$ cat config.mk
export PLATFORM = sky130hd
export DESIGN_NAME = nnrv_loader
export DESIGN_NICKNAME = d
export VERILOG_FILES = /design/src/rtl/nnrv_pkg.sv /design/src/rtl/nnrv_loader_asm.sv /design/src/rtl/nnrv_loader.sv
export SDC_FILE = /design/constraint.sdc
export NUM_CORES = 1
export LEC_CHECK = 0
export ABC_AREA = 1
export CORE_UTILIZATION = 25
export CTS_CLUSTER_DIAMETER = 150
export CTS_CLUSTER_SIZE = 30
export DETAILED_ROUTE_END_ITERATION = 10
export SETUP_SLACK_MARGIN = 0.15
export SYNTH_ARGS = -nofsm -noshare
export SYNTH_HDL_FRONTEND = slang
export SYNTH_SLANG_ARGS = --single-unit
$ cat constraint.sdc
create_clock -name i_clk -period 3.4 [get_ports i_clk]
set_input_delay 0.51 -clock i_clk [delete_from_list [all_inputs] [get_ports i_clk]]
set_output_delay 0.51 -clock i_clk [all_outputs]
set_load 0.1 [all_outputs]
$ cat src/rtl/nnrv_pkg.sv
// Shared nnrv definitions: program-loader FSM states and frame constants.
package nnrv_pkg;

   localparam int DEFAULT_XLEN = 64;
   localparam int BYTES_PER_WORD = DEFAULT_XLEN / 8;
   localparam logic [7:0] LOADER_MAGIC = 8'hA5;

   typedef enum logic [2:0] {
      IDLE,
      LEN,
      DATA,
      CSUM,
      DONE,
      ERR
   } loader_state_t;

endpackage

$ cat src/rtl/nnrv_loader_asm.sv
// Byte-to-word shift assembler: little-endian packing, one-cycle word_full pulse
// in the cycle after the byte that completes a word.
module nnrv_loader_asm #(
   parameter int XLEN = 64
) (
   input  logic            clk,
   input  logic            rst,
   input  logic [7:0]      data_byte,
   input  logic            shift,
   input  logic            clear,
   output logic [XLEN-1:0] word,
   output logic            word_full
);

   localparam int BPW = XLEN / 8;
   localparam int CW = $clog2(BPW + 1);

   logic [XLEN-1:0] word_reg;
   logic [CW-1:0]   count_reg;
   logic            full_reg;

   always_ff @(posedge clk or posedge rst) begin
      if (rst) begin
         word_reg  <= '0;
         count_reg <= '0;
         full_reg  <= 1'b0;
      end else if (clear) begin
         word_reg  <= '0;
         count_reg <= '0;
         full_reg  <= 1'b0;
      end else begin
         full_reg <= 1'b0;
         if (shift) begin
            // Bytes enter at the top so the first byte ends up in [7:0].
            word_reg <= {data_byte, word_reg[XLEN-1:8]};
            if (count_reg == CW'(BPW - 1)) begin
               count_reg <= '0;
               full_reg  <= 1'b1;
            end else begin
               count_reg <= count_reg + CW'(1);
            end
         end
      end
   end

   assign word      = word_reg;
   assign word_full = full_reg;

endmodule

$ cat src/rtl/nnrv_loader.sv
// Program loader: packs host bytes into XLEN-bit RAM words and holds the core in
// reset until a complete image is written. Checksum trailer enabled by NNRV_LOADER_CSUM_EN.
module nnrv_loader
   import nnrv_pkg::*;
#(
   parameter int XLEN       = 64,
   parameter int ADDR_WIDTH = 8,
   parameter int MASK_WIDTH = 8,
   parameter int BASE_ADDR  = 0
) (
   input  logic                  i_clk,
   input  logic                  i_rst,
   input  logic                  i_byte_valid,
   input  logic [7:0]            i_byte_data,
   output logic                  o_byte_ready,
   output logic                  o_ram_wr_en,
   output logic [XLEN-1:0]       o_ram_wr_addr,
   output logic [MASK_WIDTH-1:0] o_ram_wr_mask,
   output logic [XLEN-1:0]       o_ram_wr_data,
   output logic                  o_core_rst,
   output logic                  o_done,
   output logic                  o_err
);

   localparam int CNT_WIDTH = ((ADDR_WIDTH > 8) ? ADDR_WIDTH : 8) + 1;
   localparam longint DEPTH = longint'(1) << ADDR_WIDTH;

`ifdef NNRV_LOADER_CSUM_EN
   localparam loader_state_t AFTER_DATA = CSUM;
`else
   localparam loader_state_t AFTER_DATA = DONE;
`endif

   loader_state_t         state_reg, state_next;
   logic [7:0]            len_reg, len_next;
   logic [CNT_WIDTH-1:0]  wcnt_reg, wcnt_next;
   logic                  run_reg;
   logic                  done_reg;
   logic                  err_reg;
   logic                  core_rst_reg;
`ifdef NNRV_LOADER_CSUM_EN
   logic [7:0]            csum_reg, csum_next;
`endif

   logic                  accept;
   logic                  asm_shift;
   logic                  asm_clear;
   logic                  word_full;
   logic [XLEN-1:0]       asm_word;
   logic [ADDR_WIDTH-1:0] wr_index;
   logic                  len_overflow;

   nnrv_loader_asm #(
      .XLEN(XLEN)
   ) u_asm (
      .clk       (i_clk),
      .rst       (i_rst),
      .data_byte (i_byte_data),
      .shift     (asm_shift),
      .clear     (asm_clear),
      .word      (asm_word),
      .word_full (word_full)
   );

   // The write slot is the cycle word_full is high; the host must hold its byte then.
   assign o_byte_ready = run_reg && !word_full;
   assign accept       = i_byte_valid && o_byte_ready;
   assign len_overflow = (longint'(BASE_ADDR) + longint'(i_byte_data)) > DEPTH;
   assign wr_index     = ADDR_WIDTH'(BASE_ADDR) + wcnt_reg[ADDR_WIDTH-1:0];

   always_ff @(posedge i_clk or posedge i_rst) begin
      if (i_rst) begin
         state_reg    <= IDLE;
         len_reg      <= '0;
         wcnt_reg     <= '0;
         run_reg      <= 1'b0;
         done_reg     <= 1'b0;
         err_reg      <= 1'b0;
         core_rst_reg <= 1'b1;
`ifdef NNRV_LOADER_CSUM_EN
         csum_reg     <= '0;
`endif
      end else begin
         state_reg    <= state_next;
         len_reg      <= len_next;
         wcnt_reg     <= wcnt_next;
         run_reg      <= 1'b1;
         done_reg     <= (state_next == DONE);
         err_reg      <= (state_next == ERR);
         core_rst_reg <= (state_next != DONE);
`ifdef NNRV_LOADER_CSUM_EN
         csum_reg     <= csum_next;
`endif
      end
   end

   always_comb begin
      state_next = state_reg;
      len_next   = len_reg;
      wcnt_next  = wcnt_reg;
      asm_shift  = 1'b0;
      asm_clear  = 1'b0;
`ifdef NNRV_LOADER_CSUM_EN
      csum_next  = csum_reg;
`endif
      case (state_reg)
         IDLE: begin
            if (accept && (i_byte_data == LOADER_MAGIC)) state_next = LEN;
         end
         LEN: begin
            if (accept) begin
               len_next  = i_byte_data;
               wcnt_next = '0;
               asm_clear = 1'b1;
`ifdef NNRV_LOADER_CSUM_EN
               csum_next = '0;
`endif
               if (i_byte_data == 8'd0) state_next = AFTER_DATA;
               else if (len_overflow)   state_next = ERR;
               else                     state_next = DATA;
            end
         end
         DATA: begin
            if (accept) begin
               asm_shift = 1'b1;
`ifdef NNRV_LOADER_CSUM_EN
               csum_next = csum_reg ^ i_byte_data;
`endif
            end
            // Count advances in the write slot, so the last word is in RAM before leaving DATA.
            if (word_full) begin
               wcnt_next = wcnt_reg + CNT_WIDTH'(1);
               if (wcnt_next == CNT_WIDTH'(len_reg)) state_next = AFTER_DATA;
            end
         end
`ifdef NNRV_LOADER_CSUM_EN
         CSUM: begin
            if (accept) state_next = (i_byte_data == csum_reg) ? DONE : ERR;
         end
`endif
         DONE: begin
            state_next = DONE;
         end
         ERR: begin
            if (accept && (i_byte_data == LOADER_MAGIC)) state_next = LEN;
         end
         default: state_next = IDLE;
      endcase
   end

   assign o_ram_wr_en   = word_full;
   assign o_ram_wr_addr = word_full ? XLEN'(wr_index) : '0;
   assign o_ram_wr_data = word_full ? asm_word : '0;

   genvar gi;
   generate
      for (gi = 0; gi < MASK_WIDTH; gi++) begin : g_mask
         assign o_ram_wr_mask[gi] = word_full;
      end
   endgenerate

   assign o_core_rst = core_rst_reg;
   assign o_done     = done_reg;
   assign o_err      = err_reg;

endmodule

==> results.md, run 1 <==
- Antenna violations before repair: 0
- Cell variety after synth: 29
- Cts repair resizes: 0
- Fin crit share: 72.6%
- Ys Warns: 0
- Final TNS setup: 0 ps
- Hold Crit Depth: 2
- Peak supply drop: 0.240 mV
- Fillers: 2118
- Final #Nets: 726
- Final setup viols: 0
- Simple-Gate Fraction of Synth Area: 16.9%
- Core footprint: 19500 um2
- Hold Violations, Final: 0
- # rows: 51
- Post-layout min period: 2470 ps
- Number of global-route vias before repair: 3748
- Via/cell ratio: 4.06
- Post-route clock skew: 8.09 ps
- # DRC: 0
- Die Y: 143 um
- Top-Level Pins: 152
- Post-synthesis xor/xnor area fraction: 0.176%
- Share of flip-flops with an asynchronous set or reset: 100%
- Overall routing resource usage: 12.4%
- Hold path start: u_asm.word[1]
- Clk root buf: clkbuf_16
- Reg2Reg Setup Slack: 1340 ps
- CTS tree: yes
- CTS Sinks: 93
- Max Cap Viol: 0
- WL/cell: 12.3 um
- Htree depth: 3
- First-pass GRT wire length: 19600 um
- DP HPWL: 8640 um
- Worst reg2reg path depth: 6
- Worst-Margin Slew: 963 ps
- Multi-input combinational cell area: 1640 um2
- Detailed Route WL: 12100 um
- GP Congestion: 0.769
- CP Max Fanout: 83
- Worst Hold Margin: 514 ps
- I/O Buffers: 95
- Run status: completed
- Die W: 143 um
- Die area: 20400 um2
- Cts hold-fix bufs: 0
- Layout cells sized above 1: 17.8%
- Antenna-violating nets left: 0
- Initial DRC Count: 226
- Power per cell area: 537 nW/um2
- Dominant synthesized flop cell: dfrtp_1
- Post-synthesis mux area share: 0%
- Clock transition at path regs: 60 ps
- Starting density of the core: 25.5%
- Grt total ovfl: 0
- Syn Inst Count: 635
- Critical R2R Launch: u_asm.word_full
- RSZ-0062 raised after global routing: false
- Critical Path RT: 2890 ps
- Clock buffer depth: 2
- Slew Viols, Final: 0
- Storage element area: 2330 um2
- Post-CTS Setup Bufs: 0
- DR vias: 3991
- Adder-Cell Fraction of Synth Area: 0.504%
- Synth Area in Compound Gates: 10.9%
- Worst relative slew slack: 35.6%
- EDFF count, synth: 0
- Reg-to-reg endpoint: wcnt_reg[5]
- Worst hold-check path type: reg2reg
- Sequential fraction of the synthesis area: 46.9%
- CTS Buf Count: 9
- WHS Endpoint: u_asm.word[1]
- CP Launch Point: u_asm.word_full
- Yosys reg bits: 93
- Post-synthesis average cell area: 7.83 um2
- Critical Path End Type: output pin
- Number of flip-flops in the largest register: 64
- Worst Setup Start Kind: flip-flop
- Leakage: 0.00366 uW
- First drt pass iteration count: 4
- Fmax: 405 MHz
- Largest net degree at the start of global routing: 84
- Skew-Pair Late Insertion Delay: 340 ps
- Main combinational cell family by area after synthesis: buffers and inverters
- Crit Path Category: reg2out
- Cell area after synthesis: 4970 um2
- Critical Path AT: 1960 ps
- Area delta synth->final: 21.3%
- Antenna fix cells: 0
-- routing by layer --
layer / up-vias / wire length [um] / track usage, %
li1: 1981 / - / -
met3: 6 / 602 / 2.45
met2: 124 / 5790 / 20.3
met4: 0 / 97 / 3.45
met5: - / 0 / 0
met1: 1880 / 5610 / 16.6
-- cell type report --
type	count	area share (%)
multi-input combinational	343	27.1
inverter	165	10.3
clock buffer	10	3.96
timing repair buffer	101	13.7
sequential	93	38.6
tap	265	5.50
clock inverter	6	0.768
-- per-stage QoR --
| stage | area (um2) | utilization (%) | worst slack (ps) | cells | power, uW |
|---|---|---|---|---|---|
| after floorplan | 5180 | - | 471 | 690 | 2150 |
| after global placement | 5740 | 29.5 | 1010 | 967 | 2280 |
| after detailed placement | 5740 | 29.5 | 997 | 967 | 2290 |
| after CTS | 6030 | 31.0 | 880 | 983 | 3270 |
| after global routing | 6030 | 31.0 | 721 | 983 | 3410 |
| final | 6030 | 31.0 | 933 | 983 | 3240 |
-- worst max-delay path by stage --
stage          slack [ps]                 end  depth (start not counted)
3_3_place_gp         1010  u_asm.count_reg[0]                          8
5_1_grt               720   o_ram_wr_data[31]                          4
2_1_floorplan         470          len_reg[0]                          1
6_report              930   o_ram_wr_data[37]                          4
3_5_place_dp         1000      u_asm.word[23]                          8
4_1_cts               880   o_ram_wr_data[21]                          4
-- cells in the final DEF, fill, tap and decap left out, types with 2 or more instances in the layout --
master	synthesis	routed
inv_2	5	5
buf_12	0	3
inv_1	159	158
dfrtp_1	92	91
nand2_1	125	123
nor3_1	2	2
o22ai_1	55	55
o21ai_1	4	4
nor2_4	2	2
nor2_2	2	3
nand2_2	4	6
ha_1	2	2
o21ai_0	24	24
clkbuf_16	0	9
nor2_1	9	8
nand3_1	34	34
buf_4	68	86
nor3_2	2	2
a21oi_1	7	7
clkdlybuf4s50_1	0	12
clkinv_2	0	3
nor4_1	2	2
nand3b_1	2	2
conb_1	2	57
nand4_1	6	6
-- synthesized netlist by cell type, types with 5 or more instances --
| cell type | number | area, um2 |
|---|---|---|
| inv_1 | 159 | 597 |
| nand2_1 | 125 | 469 |
| dfrtp_1 | 92 | 2300 |
| buf_4 | 68 | 510 |
| o22ai_1 | 55 | 344 |
| nand3_1 | 34 | 170 |
| o21ai_0 | 24 | 120 |
| clkbuf_1 | 13 | 48.8 |
| nor2_1 | 9 | 33.8 |
| buf_2 | 8 | 40.0 |
| a21oi_1 | 7 | 35.0 |
| nand4_1 | 6 | 37.5 |
| inv_2 | 5 | 18.8 |
-- kinds of logic after synthesis --
kind of cell | count (synthesis)
buffers and inverters | 254
and+or+nand+nor | 191
DFF | 93
AOI/OAI and AO/OA | 92
adders and majority gates | 2
other | 2
xor gates and xnor gates | 1
-- power by group --
part,total [uW],switching (uW),leakage [uW],internal (uW)
clock network,971,449,0.000141,522
logic,725,551,0.00250,174
registers,1540,170,0.00103,1370
total,3240,1170,0.00366,2070
-- worst max-delay path, cell delays in order, from the launching register on --
cell and delay (ps):
dfrtp_2 380, buf_4 660, nand2_1 180, inv_1 100, buf_4 290
Note: power is estimated with default switching activity, not from simulation.
==> inputs of run 2 (changes only) <==
==> constraint.sdc (replaced) <==
create_clock -name i_clk -period 2.3 [get_ports i_clk]
set_input_delay 0.345 -clock i_clk [delete_from_list [all_inputs] [get_ports i_clk]]
set_output_delay 0.345 -clock i_clk [all_outputs]
set_load 0.1 [all_outputs]
==> run 2 against run 1 <==
Clock skew barely moved. Critical path depth unchanged. Core utilization rose by 6.9 points. Via count rose by 0.50%. Critical path type unchanged. Critical endpoint is now o_ram_wr_data[29]. Largest power group unchanged. Highest routed layer unchanged.
==> results.md, run 2 (synthesis results as in run 1) <==
- Run status: completed (unchanged)
- CP max-delay cell: dfrtp_2 (was buf_4)
- Initial DRC Count: 216 (was 226)
- DR vias: 4011 (was 3991)
- Critical Path AT: 1670 ps (was 1960 ps)
- P_sw: 1680 uW (was 1170 uW)
- Number of flip-flops in the largest register: 64 (unchanged)
- Cell chain of the critical path: buf_12 -> nand2_1 -> clkinvlp_4 -> buf_12 (was buf_4 -> nand2_1 -> inv_1 -> buf_4)
- Core footprint: 19500 um2 (unchanged)
- Antenna fix cells: 0 (unchanged)
- Skew-Pair Late Insertion Delay: 350 ps (was 340 ps)
- Critical R2R Launch: u_asm.word_full (unchanged)
- CP dominant cell by count: buf_12 (was buf_4)
- Die area: 20400 um2 (unchanged)
- CTS tree: yes (unchanged)
- Starting density of the core: 25.5% (unchanged)
- Int Pwr: 3190 uW (was 2070 uW)
- Top-Level Pins: 152 (unchanged)
- Critical Path End Type: output pin (unchanged)
- Layout cells sized above 1: 28.3% (was 17.8%)
- Hold Violations, Final: 0 (unchanged)
- Overall routing resource usage: 12.5% (was 12.4%)
- I/O Buffers: 95 (unchanged)
- Die Y: 143 um (unchanged)
- Power share of the combinational group: 22.0% (was 22.4%)
- Worst reg2reg path depth: 7 (was 6)
- Worst hold-check path type: in2async (was reg2reg)
- Htree depth: 3 (unchanged)
- Post-place setup slack: 414 ps (was 997 ps)
- Peak supply drop: 0.368 mV (was 0.240 mV)
- CTS Buf Count: 9 (unchanged)
- Post-route clock skew: 7.67 ps (was 8.09 ps)
- Switching share of power: 34.5% (was 36.1%)
- Slew Viols, Final: 0 (unchanged)
- Fmax: 497 MHz
- Smallest setup slack after layout: 289 ps (was 933 ps)
- WL/cell: 12.2 um (was 12.3 um)
- CP Max Fanout: 52 (was 83)
- Detailed Route WL: 12000 um (was 12100 um)
- Post-layout min period: 2010 ps
- Grt total ovfl: 0 (unchanged)
- Slowest cell delay on critical path: 590 ps (was 660 ps)
- Crit Path Category: reg2out (unchanged)
- Most common cell after layout, fill and taps aside: nand2_1 (was inv_1)
- CP Launch Point: u_asm.word_full (unchanged)
- CTS Sinks: 93 (unchanged)
- RSZ-0062 raised after global routing: false (unchanged)
- DP HPWL: 8730 um (was 8640 um)
- Power per cell area: 660 nW/um2 (was 537 nW/um2)
- Clock Power Share: 31.4% (was 30.0%)
- Clock buffer depth: 2 (unchanged)
- # DRC: 0 (unchanged)
- Cts hold-fix bufs: 0 (unchanged)
- Final #Nets: 729 (was 726)
- Final setup viols: 0 (unchanged)
- Clk root buf: clkbuf_16 (unchanged)
- Worst Setup Start Kind: flip-flop (unchanged)
- Fillers: 1938 (was 2118)
- Reg-to-reg endpoint: u_asm.count_reg[2] (was wcnt_reg[5])
- First drt pass iteration count: 8 (was 4)
- Seq pwr share: 46.6% (was 47.6%)
- Fin crit share: 87.4%
- Max Cap Viol: 0 (unchanged)
- Leakage: 0.00319 uW (was 0.00366 uW)
- # rows: 51 (unchanged)
- Antenna violations before repair: 0 (unchanged)
- First-pass GRT wire length: 19700 um (was 19600 um)
- Area delta synth->final: 48.3% (was 21.3%)
- Worst Hold Margin: 479 ps (was 514 ps)
- Largest net degree at the start of global routing: 94 (was 84)
- Die W: 143 um (unchanged)
- Clock transition at path regs: 60 ps (about the same)
- Number of global-route vias before repair: 3925 (was 3748)
- Most frequent cells in the layout: nand2_1, dfrtp_1, inv_1 (was inv_1, nand2_1, dfrtp_1)
- Via/cell ratio: 4.07 (was 4.06)
- GP Congestion: 0.825 (was 0.769)
- Reg2Reg Setup Slack: 550 ps (was 1340 ps)
- Critical Path RT: 1960 ps (was 2890 ps)
- Post-CTS Setup Bufs: 0 (unchanged)
- Antenna-violating nets left: 0 (unchanged)
- Final TNS setup: 0 ps (unchanged)
- Cts repair resizes: 0 (unchanged)
[run 2: routing by layer]
metal | GRT usage (%) | routed length (um)
met1 | 16.1 | 5370
met4 | 4.81 | 225
met2 | 20.2 | 5890
met3 | 2.92 | 551
met5 | 0 | 0
[run 2: metrics by stage]
step | util (%) | std cells | cell area, um2 | total power [uW]
2_1_floorplan | - | 690 | 5460 | 3180
3_3_place_gp | 36.3 | 970 | 7060 | 3330
3_5_place_dp | 36.3 | 970 | 7060 | 3360
4_1_cts | 37.9 | 986 | 7370 | 4920
5_1_grt | 37.9 | 986 | 7370 | 5140
6_report | 37.9 | 986 | 7370 | 4870
[run 2: area by class of cell]
cell class                      count  area, um2  share of cell area, %
Clock buffer                       11        253                   3.43
Clock inverter                      5       57.6                  0.781
Inverter                          165        886                   12.0
Multi-Input combinational cell    343       1640                   22.3
Sequential cell                    93       2330                   31.6
Tap cell                          265        332                   4.50
Timing Repair Buffer              104       1870                   25.4
[run 2: worst max-delay path, delay by kind of cell (launching register included)]
kind | cells | cell delay, ps
buf+inv | 3 | 550
flops | 1 | 590
simple gates | 1 | 160
[run 2: power by group through the flow]
stage	clock network, uW	logic, uW	registers (uW)
floorplan	0	974	2210
global placement	0	1050	2290
detailed placement	0	1070	2290
CTS	1570	1080	2270
global route	1640	1180	2320
finish	1530	1070	2260
[run 2: worst max path at each step]
stage / slack (ps) / endpoint / cells past startpoint
detailed placement: 410 / u_asm.count_reg[2] / 7
global route: 200 / o_ram_wr_data[39] / 4
finish: 290 / o_ram_wr_data[29] / 4
global placement: 420 / u_asm.count_reg[0] / 8
CTS: 240 / o_ram_wr_data[39] / 4
floorplan: 150 / o_ram_wr_data[11] / 4
==> inputs of run 3 (changes only) <==
==> constraint.sdc (replaced) <==
create_clock -name i_clk -period 2.5 [get_ports i_clk]
set_input_delay 0.375 -clock i_clk [delete_from_list [all_inputs] [get_ports i_clk]]
set_output_delay 0.375 -clock i_clk [all_outputs]
set_load 0.05 [all_outputs]
==> run 3 against run 2 <==
Critical endpoint is now o_ram_wr_mask[5]. Global-route usage down 0.12 points. Largest cell class unchanged. Critical path type unchanged. Combinational power is 24% lower. Clock-buffer cell count is 1 lower. Worst hold slack worse by 44 ps.
==> results.md, run 3 (synthesis results as in run 1) <==
- Grt total ovfl: 0 (unchanged)
- Critical Path AT: 1850 ps (was 1670 ps)
- Worst relative slew slack: 62.9%
- WL/cell: 12.1 um (was 12.2 um)
- Final setup viols: 0 (unchanged)
- CP max-delay cell: clkdlybuf4s50_1 (was dfrtp_2)
- CTS tree: yes (unchanged)
- Die Y: 143 um (unchanged)
- Most common cell after layout, fill and taps aside: inv_1 (was nand2_1)
- Worst Setup Start Kind: flip-flop (unchanged)
- Clock transition at path regs: 70 ps (was 60 ps)
- Run status: completed (unchanged)
- Antenna violations before repair: 0 (unchanged)
- Worst-Margin Slew: 555 ps
- Slowest cell delay on critical path: 890 ps (was 590 ps)
- Antenna-violating nets left: 0 (unchanged)
- Power share of the combinational group: 18.4% (was 22.0%)
- Number of flip-flops in the largest register: 64 (unchanged)
- First drt pass iteration count: 4 (was 8)
- Peak supply drop: 0.301 mV (was 0.368 mV)
- Fmax: 449 MHz
- Post-layout min period: 2230 ps
- DR vias: 3985 (was 4011)
- Seq pwr share: 47.5% (was 46.6%)
- Post-CTS Setup Bufs: 0 (unchanged)
- CP Max Fanout: 23 (was 52)
- Largest net degree at the start of global routing: 76 (was 94)
- Hold Violations, Final: 0 (unchanged)
- Via/cell ratio: 4.05 (was 4.07)
- Crit Path Category: reg2out (unchanged)
- Power per cell area: 710 nW/um2 (was 660 nW/um2)
- RSZ-0062 raised after global routing: false (unchanged)
- Die area: 20400 um2 (unchanged)
- CP top delay family: buffers and inverters (was flip-flops)
- CP Buf/Inv Count: 1 (was 3)
- # rows: 51 (unchanged)
- Util after Layout: 31.8% (was 37.9%)
- Int Pwr: 2990 uW (was 3190 uW)
- Cts hold-fix bufs: 0 (unchanged)
- Skew-Pair Late Insertion Delay: 350 ps (about the same)
- CTS Buf Count: 9 (unchanged)
- Critical R2R Launch: u_asm.word_full (unchanged)
- Clock Power Share: 34.1% (was 31.4%)
- Starting density of the core: 25.5% (unchanged)
- # DRC: 0 (unchanged)
- Leakage: 0.00388 uW (was 0.00319 uW)
- Fin crit share: 89.1%
- Cell chain of the critical path: clkdlybuf4s50_1 (was buf_12 -> nand2_1 -> clkinvlp_4 -> buf_12)
- Max Cap Viol: 0 (unchanged)
- Detailed Route WL: 11900 um (was 12000 um)
- Number of global-route vias before repair: 3759 (was 3925)
- Post-route clock skew: 11.3 ps (was 7.67 ps)
- Critical Path RT: 2120 ps (was 1960 ps)
- Worst hold-check path type: in2async (unchanged)
- Area delta synth->final: 24.4% (was 48.3%)
- I/O Buffers: 95 (unchanged)
- Final TNS setup: 0 ps (unchanged)
- Switching share of power: 31.9% (was 34.5%)
- Worst reg2reg path depth: 8 (was 7)
- First-pass GRT wire length: 19500 um (was 19700 um)
- Antenna fix cells: 0 (unchanged)
- Overall routing resource usage: 12.4% (was 12.5%)
- GP Congestion: 0.902 (was 0.825)
- Reg2Reg Setup Slack: 510 ps (was 550 ps)
- Most frequent cells in the layout: inv_1, nand2_1, dfrtp_1 (was nand2_1, dfrtp_1, inv_1)
- Clk root buf: clkbuf_16 (unchanged)
- Die W: 143 um (unchanged)
- Reg-to-reg endpoint: wcnt_reg[5] (was u_asm.count_reg[2])
- Worst Hold Margin: 434 ps (was 479 ps)
- DP HPWL: 8490 um (was 8730 um)
- Top-Level Pins: 152 (unchanged)
- Slew Viols, Final: 0 (unchanged)
- Htree depth: 3 (unchanged)
- Initial DRC Count: 207 (was 216)
- Core footprint: 19500 um2 (unchanged)
- Final #Nets: 728 (was 729)
- Critical Path End Type: output pin (unchanged)
- P_sw: 1400 uW (was 1680 uW)
- Layout cells sized above 1: 14.7% (was 28.3%)
- Clock buffer depth: 2 (unchanged)
- CTS Sinks: 93 (unchanged)
run 3: changes by cell type in the layout (fill, tap and decap cells not counted), sizes merged:
| cell | change |
|---|---|
| clkbuf | -1 |
| clkdlybuf4s50 | +12 |
| inv | +72 |
| clkinv | -2 |
| bufinv | +1 |
| clkinvlp | -70 |
| buf | -26 |
| dlymetal6s2s | +13 |
run 3: stage by stage:
stage               std cells  area (um2)  total power (uW)  setup slack (ps)
CTS                       985        6150              4450               145
global placement          969        5820              2910               475
floorplan                 690        5180              2740               339
global route              985        6180              4650               178
finish                    985        6180              4390               274
detailed placement        969        5820              2920               399
run 3: worst max path at each step:
stage / startpoint / endpoint / slack, ps / depth (start not counted)
after floorplan: u_asm.word_full / u_asm.word[56] / 340 / 8
after global placement: u_asm.word_full / o_ram_wr_data[8] / 470 / 4
after detailed placement: u_asm.word_full / wcnt_reg[5] / 400 / 6
after CTS: u_asm.word_full / o_ram_wr_data[62] / 140 / 3
after global routing: u_asm.word_full / o_ram_wr_mask[5] / 180 / 1
final: u_asm.word_full / o_ram_wr_mask[5] / 270 / 1
run 3: power groups by stage:
stage | sequential (uW) | combinational (uW) | clock, uW
global route | 2130 | 914 | 1610
global placement | 2120 | 794 | 0
CTS | 2090 | 817 | 1550
floorplan | 2030 | 710 | 0
detailed placement | 2110 | 817 | 0
finish | 2090 | 809 | 1500
run 3: final cells by class:
| cell class | count | area [um2] |
|---|---|---|
| Timing Repair Buffer | 103 | 938 |
| Clock buffer | 10 | 229 |
| Clock inverter | 6 | 93.8 |
| Inverter | 165 | 623 |
| Tap cell | 265 | 332 |
| Multi-Input combinational cell | 343 | 1640 |
| Sequential cell | 93 | 2330 |
| Fill cell | 2095 | 13300 |
run 3: routing by layer:
metal	share of wire, %	GRT usage, %	vias up	routed length, um
li1	-	-	1986	-
met1	48	16.6	1872	5720
met2	47	19.8	115	5560
met3	4.3	2.82	12	517
met4	1.2	3.57	0	147
met5	0	0	-	0
run 3: what timing repair did:
action | CTS | global route
cloned | 0 | 0
gates resized for setup | 1 | 15
endpoints found under the hold margin | 0 | 0
endpoints found under the setup margin | 28 | 20
